--- config.mk ---
export PLATFORM = sky130hd
export DESIGN_NAME = gas_scan_ctrl
export DESIGN_NICKNAME = d
export VERILOG_FILES = /design/src/rtl/gas_scan_ctrl.sv
export SDC_FILE = /design/constraint.sdc
export NUM_CORES = 1
export LEC_CHECK = 0
export CORE_ASPECT_RATIO = 0.5
export CORE_MARGIN = 1.5
export CORE_UTILIZATION = 40
export CTS_CLUSTER_SIZE = 10
export DETAILED_ROUTE_END_ITERATION = 12
export PLACE_DENSITY = 0.64
export SETUP_SLACK_MARGIN = 0.1
export SYNTH_ARGS = -nofsm -noshare
export SYNTH_HDL_FRONTEND = slang
export SYNTH_SLANG_ARGS = --single-unit
export TNS_END_PERCENT = 20
--- constraint.sdc ---
create_clock -name clk -period 2.7 [get_ports clk]
set_clock_uncertainty 0.2 [all_clocks]
set_input_delay 0.675 -clock clk [delete_from_list [all_inputs] [get_ports clk]]
set_output_delay 0.675 -clock clk [all_outputs]
set_load 0.01 [all_outputs]
--- src/rtl/gas_scan_ctrl.sv ---
// gas_scan_ctrl: round-robin scan controller that time-shares one serial gas
// detector between NCH sensor channels. Each visit clears the detector (CLR),
// streams FRAME_LEN bits from the selected channel (FEED) and captures the
// 3-bit level code (CAPTURE). Results and per-channel alarms are registered.
//
// Optional build macro: GAS_SCAN_ALARM_LATCH_EN
//   undefined : alarm[ch] follows the latest capture of ch; alarm_clr ignored.
//   defined   : alarm[ch] is sticky, cleared (all bits) only by alarm_clr or reset.
module gas_scan_ctrl #(
   parameter  int NCH       = 4,
   parameter  int FRAME_LEN = 16,
   parameter  int ALARM_LVL = 3,
   localparam int CW        = (NCH > 2) ? $clog2(NCH) : 1
) (
   input  logic           clk,
   input  logic           arst,
   input  logic           start_en,
   input  logic [NCH-1:0] ch_din,
   input  logic           alarm_clr,
   output logic           det_rst,
   output logic           det_din,
   input  logic [2:0]     det_dout,
   output logic [CW-1:0]  ch_sel,
   output logic           busy,
   output logic           result_valid,
   output logic [CW-1:0]  result_ch,
   output logic [2:0]     result_code,
   output logic [NCH-1:0] alarm,
   output logic           scan_done
);

   typedef enum logic [1:0] {
      S_IDLE    = 2'd0,
      S_CLR     = 2'd1,
      S_FEED    = 2'd2,
      S_CAPTURE = 2'd3
   } state_t;

   state_t         r_state;
   state_t         w_next;
   logic [7:0]     r_bit_cnt;
   logic [CW-1:0]  r_ch_sel;
   logic           r_result_valid;
   logic [CW-1:0]  r_result_ch;
   logic [2:0]     r_result_code;
   logic [NCH-1:0] r_alarm;
   logic           r_scan_done;

   logic w_last_bit;
   logic w_last_ch;
   logic w_hit;
   logic w_capture;

   assign w_last_bit = (r_bit_cnt == 8'(FRAME_LEN - 1));
   assign w_last_ch  = (r_ch_sel == CW'(NCH - 1));
   assign w_hit      = (det_dout >= 3'(ALARM_LVL));
   assign w_capture  = (r_state == S_CAPTURE);

   // State register.
   // NOTE: sequential state uses non-blocking assignments so every register
   // samples pre-edge values regardless of block evaluation order.
   always_ff @(posedge clk or negedge arst) begin
      if (!arst) r_state <= S_IDLE;
      else       r_state <= w_next;
   end

   // Next-state logic and detector control decode from the registered state.
   // NOTE: every output of this block gets a default first, so no path can
   // leave a signal unassigned and infer a latch.
   always_comb begin
      w_next  = r_state;
      det_rst = 1'b0;
      det_din = 1'b0;
      case (r_state)
         S_IDLE: begin
            det_rst = 1'b1;
            if (start_en) w_next = S_CLR;
         end
         S_CLR: begin
            det_rst = 1'b1;
            w_next  = S_FEED;
         end
         S_FEED: begin
            det_din = ch_din[r_ch_sel];
            if (w_last_bit) w_next = S_CAPTURE;
         end
         S_CAPTURE: begin
            w_next = start_en ? S_CLR : S_IDLE;
         end
         default: w_next = S_IDLE;
      endcase
   end

   // Bit counter: counts FEED cycles, held at zero outside FEED.
   always_ff @(posedge clk or negedge arst) begin
      if (!arst)                  r_bit_cnt <= '0;
      else if (r_state == S_FEED) r_bit_cnt <= r_bit_cnt + 8'd1;
      else                        r_bit_cnt <= '0;
   end

   // Capture the detector result, flag end of scan and advance the channel.
   always_ff @(posedge clk or negedge arst) begin
      if (!arst) begin
         r_ch_sel       <= '0;
         r_result_valid <= 1'b0;
         r_result_ch    <= '0;
         r_result_code  <= '0;
         r_scan_done    <= 1'b0;
      end else begin
         r_result_valid <= w_capture;
         r_scan_done    <= w_capture && w_last_ch;
         if (w_capture) begin
            r_result_code <= det_dout;
            r_result_ch   <= r_ch_sel;
            r_ch_sel      <= w_last_ch ? '0 : r_ch_sel + CW'(1);
         end
      end
   end

`ifdef GAS_SCAN_ALARM_LATCH_EN
   // Sticky alarms: a clear wipes all bits, a same-edge setting capture wins
   // for its own channel because its assignment comes last.
   always_ff @(posedge clk or negedge arst) begin
      if (!arst) begin
         r_alarm <= '0;
      end else begin
         if (alarm_clr) r_alarm <= '0;
         if (w_capture && w_hit) r_alarm[r_ch_sel] <= 1'b1;
      end
   end
`else
   // Tracking alarms: each capture rewrites its channel's flag.
   always_ff @(posedge clk or negedge arst) begin
      if (!arst)          r_alarm <= '0;
      else if (w_capture) r_alarm[r_ch_sel] <= w_hit;
   end

   // alarm_clr has no function in this build.
   logic w_unused_alarm_clr;
   assign w_unused_alarm_clr = alarm_clr;
`endif

   assign ch_sel       = r_ch_sel;
   assign busy         = (r_state != S_IDLE);
   assign result_valid = r_result_valid;
   assign result_ch    = r_result_ch;
   assign result_code  = r_result_code;
   assign alarm        = r_alarm;
   assign scan_done    = r_scan_done;

endmodule

# After elaboration in Yosys (flattened, before gate mapping)

Index checks and enable logic that the tools add are counted.

Add/subtract/negate cells: 2
$mul: 0
Div/mod/pow operators: 0
$lt $le $gt $ge: 3
Equality and inequality tests: 7
Shifts and indexed selects: 0
Multiplexer cells: 13
Bitwise gates (word level): 0
Reductions and logical operators: 6

Operators by type and width:

| operator              | count |
|---|---|
| $add A8 B1 Y8 const B | 1 |
| $eq A8 B4 Y1 const B  | 1 |
| $mux W8               | 1 |
| $pmux W2 S4           | 1 |
| $eq A2 B2 Y1 const B  | 3 |
| $mux W2               | 3 |
| $mux W1               | 5 |
| $bwmux W4             | 1 |
| $ne A2 B2 Y1 const B  | 2 |
| $ge A3 B2 Y1 const B  | 1 |
| $lt A2 B3 Y1 const B  | 1 |
| $add A2 B1 Y2 const B | 1 |
| $bmux W1 S2           | 1 |
| $demux W1 S2          | 1 |
| $eq A2 B1 Y1 const B  | 1 |
| $ge A2 B1 Y1 const B  | 1 |
| $logic_and A1 B1 Y1   | 2 |
| $logic_not A2 Y1      | 1 |
| $reduce_and A2 Y1     | 1 |
| $reduce_bool A2 Y1    | 1 |
| $reduce_or A2 Y1      | 1 |

Flip-flop bits (word level): 23
Latch bits: 0
Memory bits (writable): 0
Memory bits (read-only): 0
Input port bits: 11
Output and inout bits: 16
Logic and storage cells: 39
Memories: 0

# Logic depth before layout (Yosys ltp)

Gate-level depths: netlist (run 1).

Depth in word-level cells: 5
Mapped depth: 5
Depth with buffers taken out: 5

# Worst setup path after synthesis (run 1)

OpenSTA, ideal clock, no wires.

Path kind: input to output
Start point: input port ch_din[3]
End point: output port det_din
Arrival: 1298 ps
Data required time: 1825 ps
Setup slack: 527 ps
Cell stages on the path: 2
Path buffers: 0
Path through: mux4_2 -> and2_1

Cells in the longest elaborated chain, start to end: 3

RTL lines:

| what                          | line | RTL |
|---|---|---|
| from (decl)                   | 18   | `input logic [NCH-1:0] ch_din,` |
| $bmux W1 S2                   | 84   | `det_din = ch_din[r_ch_sel];` |
| $mux W1 (not written as such) | 84   |  |
| $mux W1                       | 74   | `case (r_state)` |
| to (decl)                     | 21   | `output logic det_din,` |

No other way between the ends. The select of a mux whose other input is x is not followed.

# Final worst setup path (run 1)

Ends and elaborated chain as after synthesis.

==> results.md, run 1 <==
- Pin count of the biggest net entering global routing: 24
- CTS Hold Bufs: 0
- WL/cell: 11.5 um
- #FFs+latches synth: 23
- Die area: 3050 um^2
- Slew @ Worst Pin: 0.656 ns
- Hold slack: 0.262 ns
- Arr. time, crit path: 1.61 ns
- Slowest cell on crit path: mux4_2
- Crit Reg-Reg Startpoint: r_state[0]$_DFFE_PN0P_
- Hold Path Sink: r_bit_cnt[0]$_DFF_PN0_
- Starting Density: 0.418
- Initial antenna violation count: 0
- GR Util All Layers: 0.132
- WP data required: 1.82 ns
- Hold_sp: r_bit_cnt[0]$_DFF_PN0_
- Hold Vio Cnt, Final: 0
- Fraction of layout cells with a size suffix above 1: 0.136
- Worst reg2reg path depth: 5
- Final setup violation count: 0
- Post-synth EDFFs: 0
- Grt ovf: 0
- Max-cap viol count: 0
- Worst Setup Start Kind: input port
- Critical path class: in -> out
- Status: finished clean
- Crit share post-route: 0.922
- Cell taking the most area after synthesis: dfrtp_1
- # DRC: 0
- Worst Hold Class: reg -> reg
- Placeable Area: 2590 um^2
- R2r setup slk: 0.86 ns
- Worst-path cell chain: dlygate4sd2_1 -> mux4_2 -> and2_1 -> buf_2
- Ys async rst share: 1.00
- Clock-pin transition on the worst setup and hold timing paths: 0.08 ns
- Total area of sequential cells: 576 um^2
- Max Slew Vio Count: 0
- Crit-path max FO: 1
- Skew-Pair Late Insertion Delay: 0.26 ns
- CTS H-Tree Depth: 1
- Layout Nets: 146
- Detailed Route Iter0 Violations: 13
- Design Area, Final: 1440 um^2
- Yosys Warn Count: 0
- Final TNS setup: 0 ns
- Worst vdd ir: 407 uV
- Static leakage: 0.654 nW
- Synth top area share: 0.532
- Delay of the slowest critical-path stage: 0.44 ns
- CTS Buf Count: 3
- Initial DRT Pass Iterations: 4
- Main area contributors after synthesis: dfrtp_1 53%, ha_1 10%, mux2_2 5.2%
- Area Overhead vs Synth: 33.1%
- Fmax achieved: 402 MHz
- Final ANT Viol Nets: 0
- Routability cong.: 0.710
- Vias: 778
- WHS Path Cells: 1
- Fin cells: 162
- First-pass GRT wire length: 2.89 mm
- Cell with the most instances after synthesis: dfrtp_1
- Yosys cell types: 26
- CP Capture Type: primary output
- Synth cell count leaders: 23 x dfrtp_1, 9 x ha_1, 8 x a21oi_1, 7 x inv_1, 6 x nor2_1
- R2r endpoint: r_state[0]$_DFFE_PN0P_
- Design Power: 1.47 mW
- Fill cell count: 237
- CTS tree: done
- Post-synth top flop: dfrtp_1
- Antenna cell count: 0
- Port bufs: 25
- Die width: 76.6 um
- CTS Buffer Depth: 2
- Synthesized net count: 114
- Cells after synthesis: 94
- Max-slew headroom: 0.562
- Cell Area, Placed: 1390 um^2
- Final min period: 2.49 ns
- Sink Count: 23
- Die extent in y: 39.8 um
- HPWL after detailed placement: 1.36 mm
- Pwr Density: 1020 nW/um^2
- Inst Count DP: 156
- Mapped Area: 1080 um^2
- Seq/Total Area, Yosys: 0.532
- Vias in the first global route: 625
- Syn avg cell area: 11.5 um^2
- # IOs: 27
- RSZ-0062 raised after global routing: no
- Rows: 13
- Final wirelength: 1.86 mm
- Clk root buf: clkbuf_8
- Multi-input gate area in the final layout: 473 um^2
- Via density: 4.80
## placed cells by master (no fill, tap or decap), types with 3 or more instances in the layout
master / count
a21oi_1: 8
nor2_1: 6
clkdlybuf4s50_1: 19
dfrtp_1: 23
clkbuf_8: 3
dlygate4sd2_1: 4
ha_1: 9
a31oi_1: 3
buf_4: 4
and2_1: 3
o21ai_0: 5
mux2_2: 5
nand2_1: 5
inv_1: 7
## timing repair
action | in CTS | in global routing
gates resized for setup | 8 | 1
pin swaps | 1 | 0
endpoints found under the setup margin | 2 | 1
setup buffers | 1 | 1
## per-stage QoR
step	worst slack, ns	util
4_1_cts	0.0533	0.553
5_1_grt	0.159	0.557
3_3_place_gp	-0.317	0.536
3_5_place_dp	-0.325	0.536
6_report	0.211	0.557
2_1_floorplan	0.527	-
## worst max-delay path, delay by kind of cell
family / cells / cell delay, ns
buf+inv: 2 / 0.35
mux: 1 / 0.44
simple gates: 1 / 0.14
## routing by layer
layer	part of all wire	track usage	vias to the layer above	wire [um]
met3	0.035	0.0419	4	65
li1	-	-	391	-
met1	0.48	0.160	370	888
met2	0.47	0.217	13	871
met5	0	0	-	0
met4	0.016	0.0694	0	29
## layout make-up
class / instances / share of cell area
Timing Repair Buffer: 29 / 0.189
Multi-Input combinational cell: 62 / 0.328
Inverter: 7 / 0.0182
Sequential cell: 23 / 0.400
Tap cell: 37 / 0.0321
Clock inverter: 1 / 0.00348
Clock buffer: 3 / 0.0287
## power by group
group | switching (mW) | internal [mW]
clock network | 0.110 | 0.103
registers | 0.0726 | 0.464
logic | 0.317 | 0.403
total | 0.499 | 0.969
## how the worst max path moves through the flow
stage | slack (ns) | start | end
3_3_place_gp | -0.32 | ch_din[3] | det_din
3_5_place_dp | -0.33 | ch_din[0] | det_din
6_report | 0.21 | ch_din[3] | det_din
5_1_grt | 0.16 | r_state[1]$_DFFE_PN0P_ | busy
2_1_floorplan | 0.53 | ch_din[3] | det_din
4_1_cts | 0.05 | r_state[1]$_DFFE_PN0P_ | det_rst
## logic make-up (layout without fill, tap and decap cells)
kind of cell / Yosys count / in the layout / share of synthesized area
compound gates: 21 / 21 / 0.124
simple gates: 22 / 22 / 0.102
fa+ha+maj: 9 / 9 / 0.104
mux: 7 / 7 / 0.0832
flops: 23 / 23 / 0.532
xor+xnor: 3 / 3 / 0.0243
buf+inv: 9 / 40 / 0.0312
## state kept, by name, indices dropped and copies added (netlist names)
| register | count |
|---|---|
| result_code | 3 |
| ch_sel | 2 |
| result_valid | 1 |
| r_bit_cnt | 8 |
| result_ch | 2 |
| alarm | 4 |
| scan_done | 1 |
| r_state | 2 |
No activity file was read; power rests on OpenSTA's default activity.
==> inputs of run 2 (changes only) <==
==> config.mk (replaced) <==
export PLATFORM = sky130hd
export DESIGN_NAME = gas_scan_ctrl
export DESIGN_NICKNAME = d
export VERILOG_FILES = /design/src/rtl/gas_scan_ctrl.sv
export SDC_FILE = /design/constraint.sdc
export NUM_CORES = 1
export LEC_CHECK = 0
export CORE_MARGIN = 1.5
export CORE_UTILIZATION = 51
export CTS_CLUSTER_SIZE = 10
export DETAILED_ROUTE_END_ITERATION = 12
export PLACE_DENSITY = 0.79
export SYNTH_ARGS = -nofsm -noshare
export SYNTH_HDL_FRONTEND = slang
export SYNTH_SLANG_ARGS = --single-unit
export TNS_END_PERCENT = 20
==> run 2 against run 1 <==
  * Worst hold slack gained 0.0078 ns
  * Sequential share of layout area grew 0.35 points
  * Sequential power shrank 1%
==> results.md, run 2 (synthesis results as in run 1) <==
- Fmax achieved: 397 MHz
- Final ANT Viol Nets: 0
- Top reg by flops: r_bit_cnt
- Max-slew headroom: 0.620
- Max reg flops: 8
- Initial DRT Pass Iterations: 4
- Hold slack: 0.269 ns
- HPWL after detailed placement: 1.42 mm
- Arr. time, crit path: 1.64 ns
- Internal Power: 937 uW
- Slew @ Worst Pin: 0.571 ns
- Detailed Route Iter0 Violations: 11
- Port bufs: 25
- Status: finished clean
- Worst Setup Start Kind: input port
- CTS Buffer Depth: 2
- Die area: 2410 um^2
- Skew-Pair Late Insertion Delay: 0.31 ns
- Pwr Density: 1010 nW/um^2
- CP Capture Type: primary output
- Worst-path cell chain: dlygate4sd2_1 -> mux4_2 -> and2_4 -> buf_6
- First-pass GRT wire length: 3.53 mm
- WL/cell: 13.0 um
- Final wirelength: 1.98 mm
- Most frequent cells in the layout: 23 x dfrtp_1, 19 x clkdlybuf4s50_1, 9 x ha_1
- Grt ovf: 0
- Clock-pin transition on the worst setup and hold timing paths: 0.12 ns
- Clock Power Share: 0.113
- Design Power: 1.44 mW
- Crit-path max FO: 1
- Slowest cell on crit path: mux4_2
- Critical path class: in -> out
- Vias: 798
- Initial antenna violation count: 0
- Static leakage: 0.669 nW
- Worst Hold Class: reg -> reg
- Die width: 49.1 um
- Die extent in y: 49.1 um
- WP data required: 1.82 ns
- CTS H-Tree Depth: 1
- # IOs: 27
- Placeable Area: 1980 um^2
- Sink Count: 23
- Final setup violation count: 0
- Delay of the slowest critical-path stage: 0.45 ns
- Worst Path Buf+Inv: 2
- Vias in the first global route: 818
- Via density: 5.25
- Most common cell after layout, fill and taps aside: dfrtp_1
- CTS tree: done
- CTS Buf Count: 3
- Fraction of layout cells with a size suffix above 1: 0.136
- Area Overhead vs Synth: 31.9%
- # DRC: 0
- Max-cap viol count: 0
- GR Util All Layers: 0.192
- Pin count of the biggest net entering global routing: 24
- Crit share post-route: 0.933
- Final TNS setup: 0 ns
- Max Slew Vio Count: 0
- Switching Share: 0.350
- RSZ-0062 raised after global routing: no
- Crit path max-delay family: multiplexers
- Gate power share: 0.519
- Inst Count DP: 146
- Antenna cell count: 0
- Psw: 503 uW
- Final min period: 2.52 ns
- Fill cell count: 141
- Seq pwr share: 0.368
- Fin cells: 152
- Worst vdd ir: 643 uV
- Rows: 16
- CTS Hold Bufs: 0
- Routability cong.: 0.727
- Clk root buf: clkbuf_4
- Layout Nets: 146
- Hold Vio Cnt, Final: 0
- Starting Density: 0.546
-- run 2: stage by stage --
| step | instance area, um^2 | setup slack [ns] | util |
|---|---|---|---|
| 6_report | 1430 | 0.180 | 0.720 |
| 5_1_grt | 1430 | 0.154 | 0.720 |
| 4_1_cts | 1410 | 0.00501 | 0.711 |
| 3_5_place_dp | 1370 | -0.348 | 0.693 |
| 3_3_place_gp | 1370 | -0.342 | 0.693 |
| 2_1_floorplan | 1080 | 0.527 | - |
-- run 2: area by class of cell --
cell class | instances | area [um^2] | area share
Inverter | 7 | 26.3 | 0.0184
Tap cell | 27 | 33.8 | 0.0237
Clock buffer | 4 | 26.3 | 0.0184
Timing Repair Buffer | 29 | 290 | 0.203
Sequential cell | 23 | 576 | 0.403
Multi-Input combinational cell | 62 | 475 | 0.333
-- run 2: final timing paths --
| path | from | to | slack, ns | depth (start not counted) |
|---|---|---|---|---|
| worst max register to register | r_state[0]$_DFFE_PN0P_ | r_state[0]$_DFFE_PN0P_ | 0.84 | 5 |
| worst max-delay path | ch_din[0] | det_din | 0.18 | 4 |
| worst min register to register | r_bit_cnt[0]$_DFF_PN0_ | r_bit_cnt[0]$_DFF_PN0_ | 0.27 | 1 |
| max in group asynchronous | arst | r_bit_cnt[2]$_DFF_PN0_ | 1.59 | 2 |
| worst min-delay path | r_bit_cnt[0]$_DFF_PN0_ | r_bit_cnt[0]$_DFF_PN0_ | 0.27 | 1 |
| min in group asynchronous | arst | r_bit_cnt[6]$_DFF_PN0_ | 0.49 | 2 |
-- run 2: per-layer routing --
layer  up-vias  wire length [um]  GRT usage
li1        393                 -          -
met1       376               948      0.245
met2        24               892      0.304
met3         5                95     0.0337
met4         0                46      0.114
met5         -                 0          0
-- run 2: worst reg2reg max path: stages (launching register included) --
cell	delay, ns
dfrtp_1	0.40
buf_4	0.15
ha_1	0.39
and3_1	0.28
a211oi_1	0.21
a2bb2oi_1	0.12
-- run 2: power by group through the flow --
stage,Clock (mW),Combinational [mW],Sequential (mW)
6_report,0.162,0.748,0.530
5_1_grt,0.175,0.821,0.549
4_1_cts,0.165,0.743,0.533
3_5_place_dp,0,0.711,0.552
3_3_place_gp,0,0.696,0.547
2_1_floorplan,0,0.342,0.590
-- run 2: repair_timing --
action | 4_1_cts | 5_1_grt
gates resized for setup | 5 | 6
endpoints found under the hold margin | 0 | 0
endpoints found under the setup margin | 2 | 2
buffers inserted | 2 | 0
==> inputs of run 3 (changes only) <==
--- a/config.mk
+++ b/config.mk
@@ -6,10 +6,11 @@
 export NUM_CORES = 1
 export LEC_CHECK = 0
 export CORE_MARGIN = 1.5
-export CORE_UTILIZATION = 51
+export CORE_UTILIZATION = 54
+export CTS_BUF_LIST = sky130_fd_sc_hd__clkbuf_4 sky130_fd_sc_hd__clkbuf_8
 export CTS_CLUSTER_SIZE = 10
 export DETAILED_ROUTE_END_ITERATION = 12
-export PLACE_DENSITY = 0.79
+export PLACE_DENSITY = 0.84
 export SYNTH_ARGS = -nofsm -noshare
 export SYNTH_HDL_FRONTEND = slang
 export SYNTH_SLANG_ARGS = --single-unit
==> run 3 against run 2 <==
  * Critical path depth unchanged
  * Via count grew 0.25%
  * Sequential share of layout area up 0.39 points
  * Combinational power fell by 5.6%
  * Core utilization rose by 1.5 points
  * Highest routed layer unchanged
  * Register-to-register slack improved by 0.02 ns
  * Fmax shrank 5.5%
  * Sequential power grew 3%
  * Critical path type unchanged
  * Worst hold slack worse by 0.0072 ns
==> results.md, run 3 (synthesis results as in run 1) <==
- Status: finished clean
- Pin count of the biggest net entering global routing: 24
- Slowest cell on crit path: mux4_2
- Final wirelength: 1.87 mm
- CTS Buffer Depth: 2
- Initial antenna violation count: 0
- Rows: 16
- Worst vdd ir: 768 uV
- Area Overhead vs Synth: 30.6%
- Vias in the first global route: 701
- Worst setup path startpoint: ch_din[0]
- Critical path class: in -> out
- Design Area, Final: 1410 um^2
- First-pass GRT wire length: 2.90 mm
- CP Capture Type: primary output
- Internal Power: 924 uW
- Vias: 800
- RSZ-0062 raised after global routing: no
- WP data required: 1.82 ns
- Final min period: 2.67 ns
- Max reg flops: 8
- Grt ovf: 0
- Fraction of layout cells with a size suffix above 1: 0.130
- HPWL after detailed placement: 1.46 mm
- Clk root buf: clkbuf_4
- # DRC: 0
- Die extent in y: 47.8 um
- Cell Area, Placed: 1370 um^2
- Pwr Density: 998 nW/um^2
- Crit-path max FO: 1
- Detailed Route Iter0 Violations: 6
- Max-cap viol count: 0
- Worst Setup Start Kind: input port
- Most frequent cells in the layout: 23 x dfrtp_1, 20 x clkdlybuf4s50_1, 9 x ha_1
- CTS tree: done
- Slew @ Worst Pin: 0.581 ns
- Max-slew headroom: 0.612
- Switching Share: 0.345
- Hold_sp: r_bit_cnt[0]$_DFF_PN0_
- Seq pwr share: 0.385
- Initial DRT Pass Iterations: 5
- Most common cell after layout, fill and taps aside: dfrtp_1
- Crit share post-route: 0.988
- Gate power share: 0.500
- Final WS setup: 0.0320 ns
- WL/cell: 12.5 um
- Clock-pin transition on the worst setup and hold timing paths: 0.11 ns
- # IOs: 27
- Starting Density: 0.563
- Routability cong.: 0.741
- Clock Power Share: 0.114
- Arr. time, crit path: 1.79 ns
- GR Util All Layers: 0.187
- Skew-Pair Late Insertion Delay: 0.30 ns
- Die width: 47.8 um
- Worst Hold Class: reg -> reg
- Setup WS pre-CTS: -0.326 ns
- Die area: 2280 um^2
- Final setup violation count: 0
- CTS H-Tree Depth: 1
- Placeable Area: 1920 um^2
- Delay of the slowest critical-path stage: 0.44 ns
- Antenna cell count: 0
- Psw: 487 uW
- CTS Buf Count: 3
- Max Slew Vio Count: 0
- Sink Count: 23
- Top reg by flops: r_bit_cnt
- Final TNS setup: 0 ns
- Worst-path cell chain: clkdlybuf4s50_1 -> mux4_2 -> and2_4 -> buf_6
- Hold Vio Cnt, Final: 0
- Fmax achieved: 375 MHz
- Post-CTS Setup Bufs: 0
- Port bufs: 25
- Layout Nets: 144
- Final ANT Viol Nets: 0
- Crit Reg-Reg Startpoint: r_state[0]$_DFFE_PN0P_
- Via density: 5.33
- Static leakage: 0.653 nW
run 3: cell types whose count changed in the layout (fill, tap and decap cells not counted), sizes merged:
cell	delta
dlymetal6s2s	-1
clkdlybuf4s50	+1
buf	-2
run 3: area by class of cell:
type | instances | area, um^2
Clock buffer | 4 | 30.0
Fill cell | 142 | 508
Inverter | 7 | 26.3
Multi-Input combinational cell | 62 | 475
Sequential cell | 23 | 576
Tap cell | 27 | 33.8
Timing Repair Buffer | 27 | 273
run 3: metrics by stage:
stage | hold slack, ns | util | total power, mW | cells
floorplan | 0.179 | - | 0.932 | 94
global placement | 0.239 | 0.715 | 1.24 | 146
detailed placement | 0.247 | 0.715 | 1.27 | 146
CTS | 0.263 | 0.727 | 1.42 | 150
global route | 0.314 | 0.736 | 1.53 | 150
finish | 0.262 | 0.736 | 1.41 | 150
run 3: timing repair:
item                                    in CTS  in global routing
gates resized for setup                      5                  5
endpoints found under the hold margin        0                  0
hold buffers                                 0                  0
endpoints found under the setup margin       2                  1
run 3: worst max-delay path, delay by kind of cell:
family        cells  cell delay (ns)
buf+inv           2             0.50
simple gates      1             0.17
mux               1             0.44
run 3: routing by layer:
metal	GRT usage	part of all wire
met5	0	0
met4	0.0811	0.017
met3	0.0491	0.046
met2	0.293	0.48
met1	0.245	0.46
run 3: power by group through the flow:
stage | registers, mW | logic [mW] | clock network, mW
after floorplan | 0.590 | 0.342 | 0
after global placement | 0.547 | 0.692 | 0
after detailed placement | 0.553 | 0.714 | 0
after CTS | 0.545 | 0.703 | 0.168
after global routing | 0.559 | 0.787 | 0.180
final | 0.544 | 0.706 | 0.161
run 3: final timing paths:
kind	endpoint	slack, ns	depth (start not counted)
min in group asynchronous	result_code[0]$_DFFE_PN0N_	0.51	2
max in group asynchronous	r_state[0]$_DFFE_PN0P_	1.56	2
min	r_bit_cnt[0]$_DFF_PN0_	0.26	1
max	det_din	0.03	4
min reg2reg	r_bit_cnt[0]$_DFF_PN0_	0.26	1
max reg2reg	r_state[1]$_DFFE_PN0P_	0.86	5
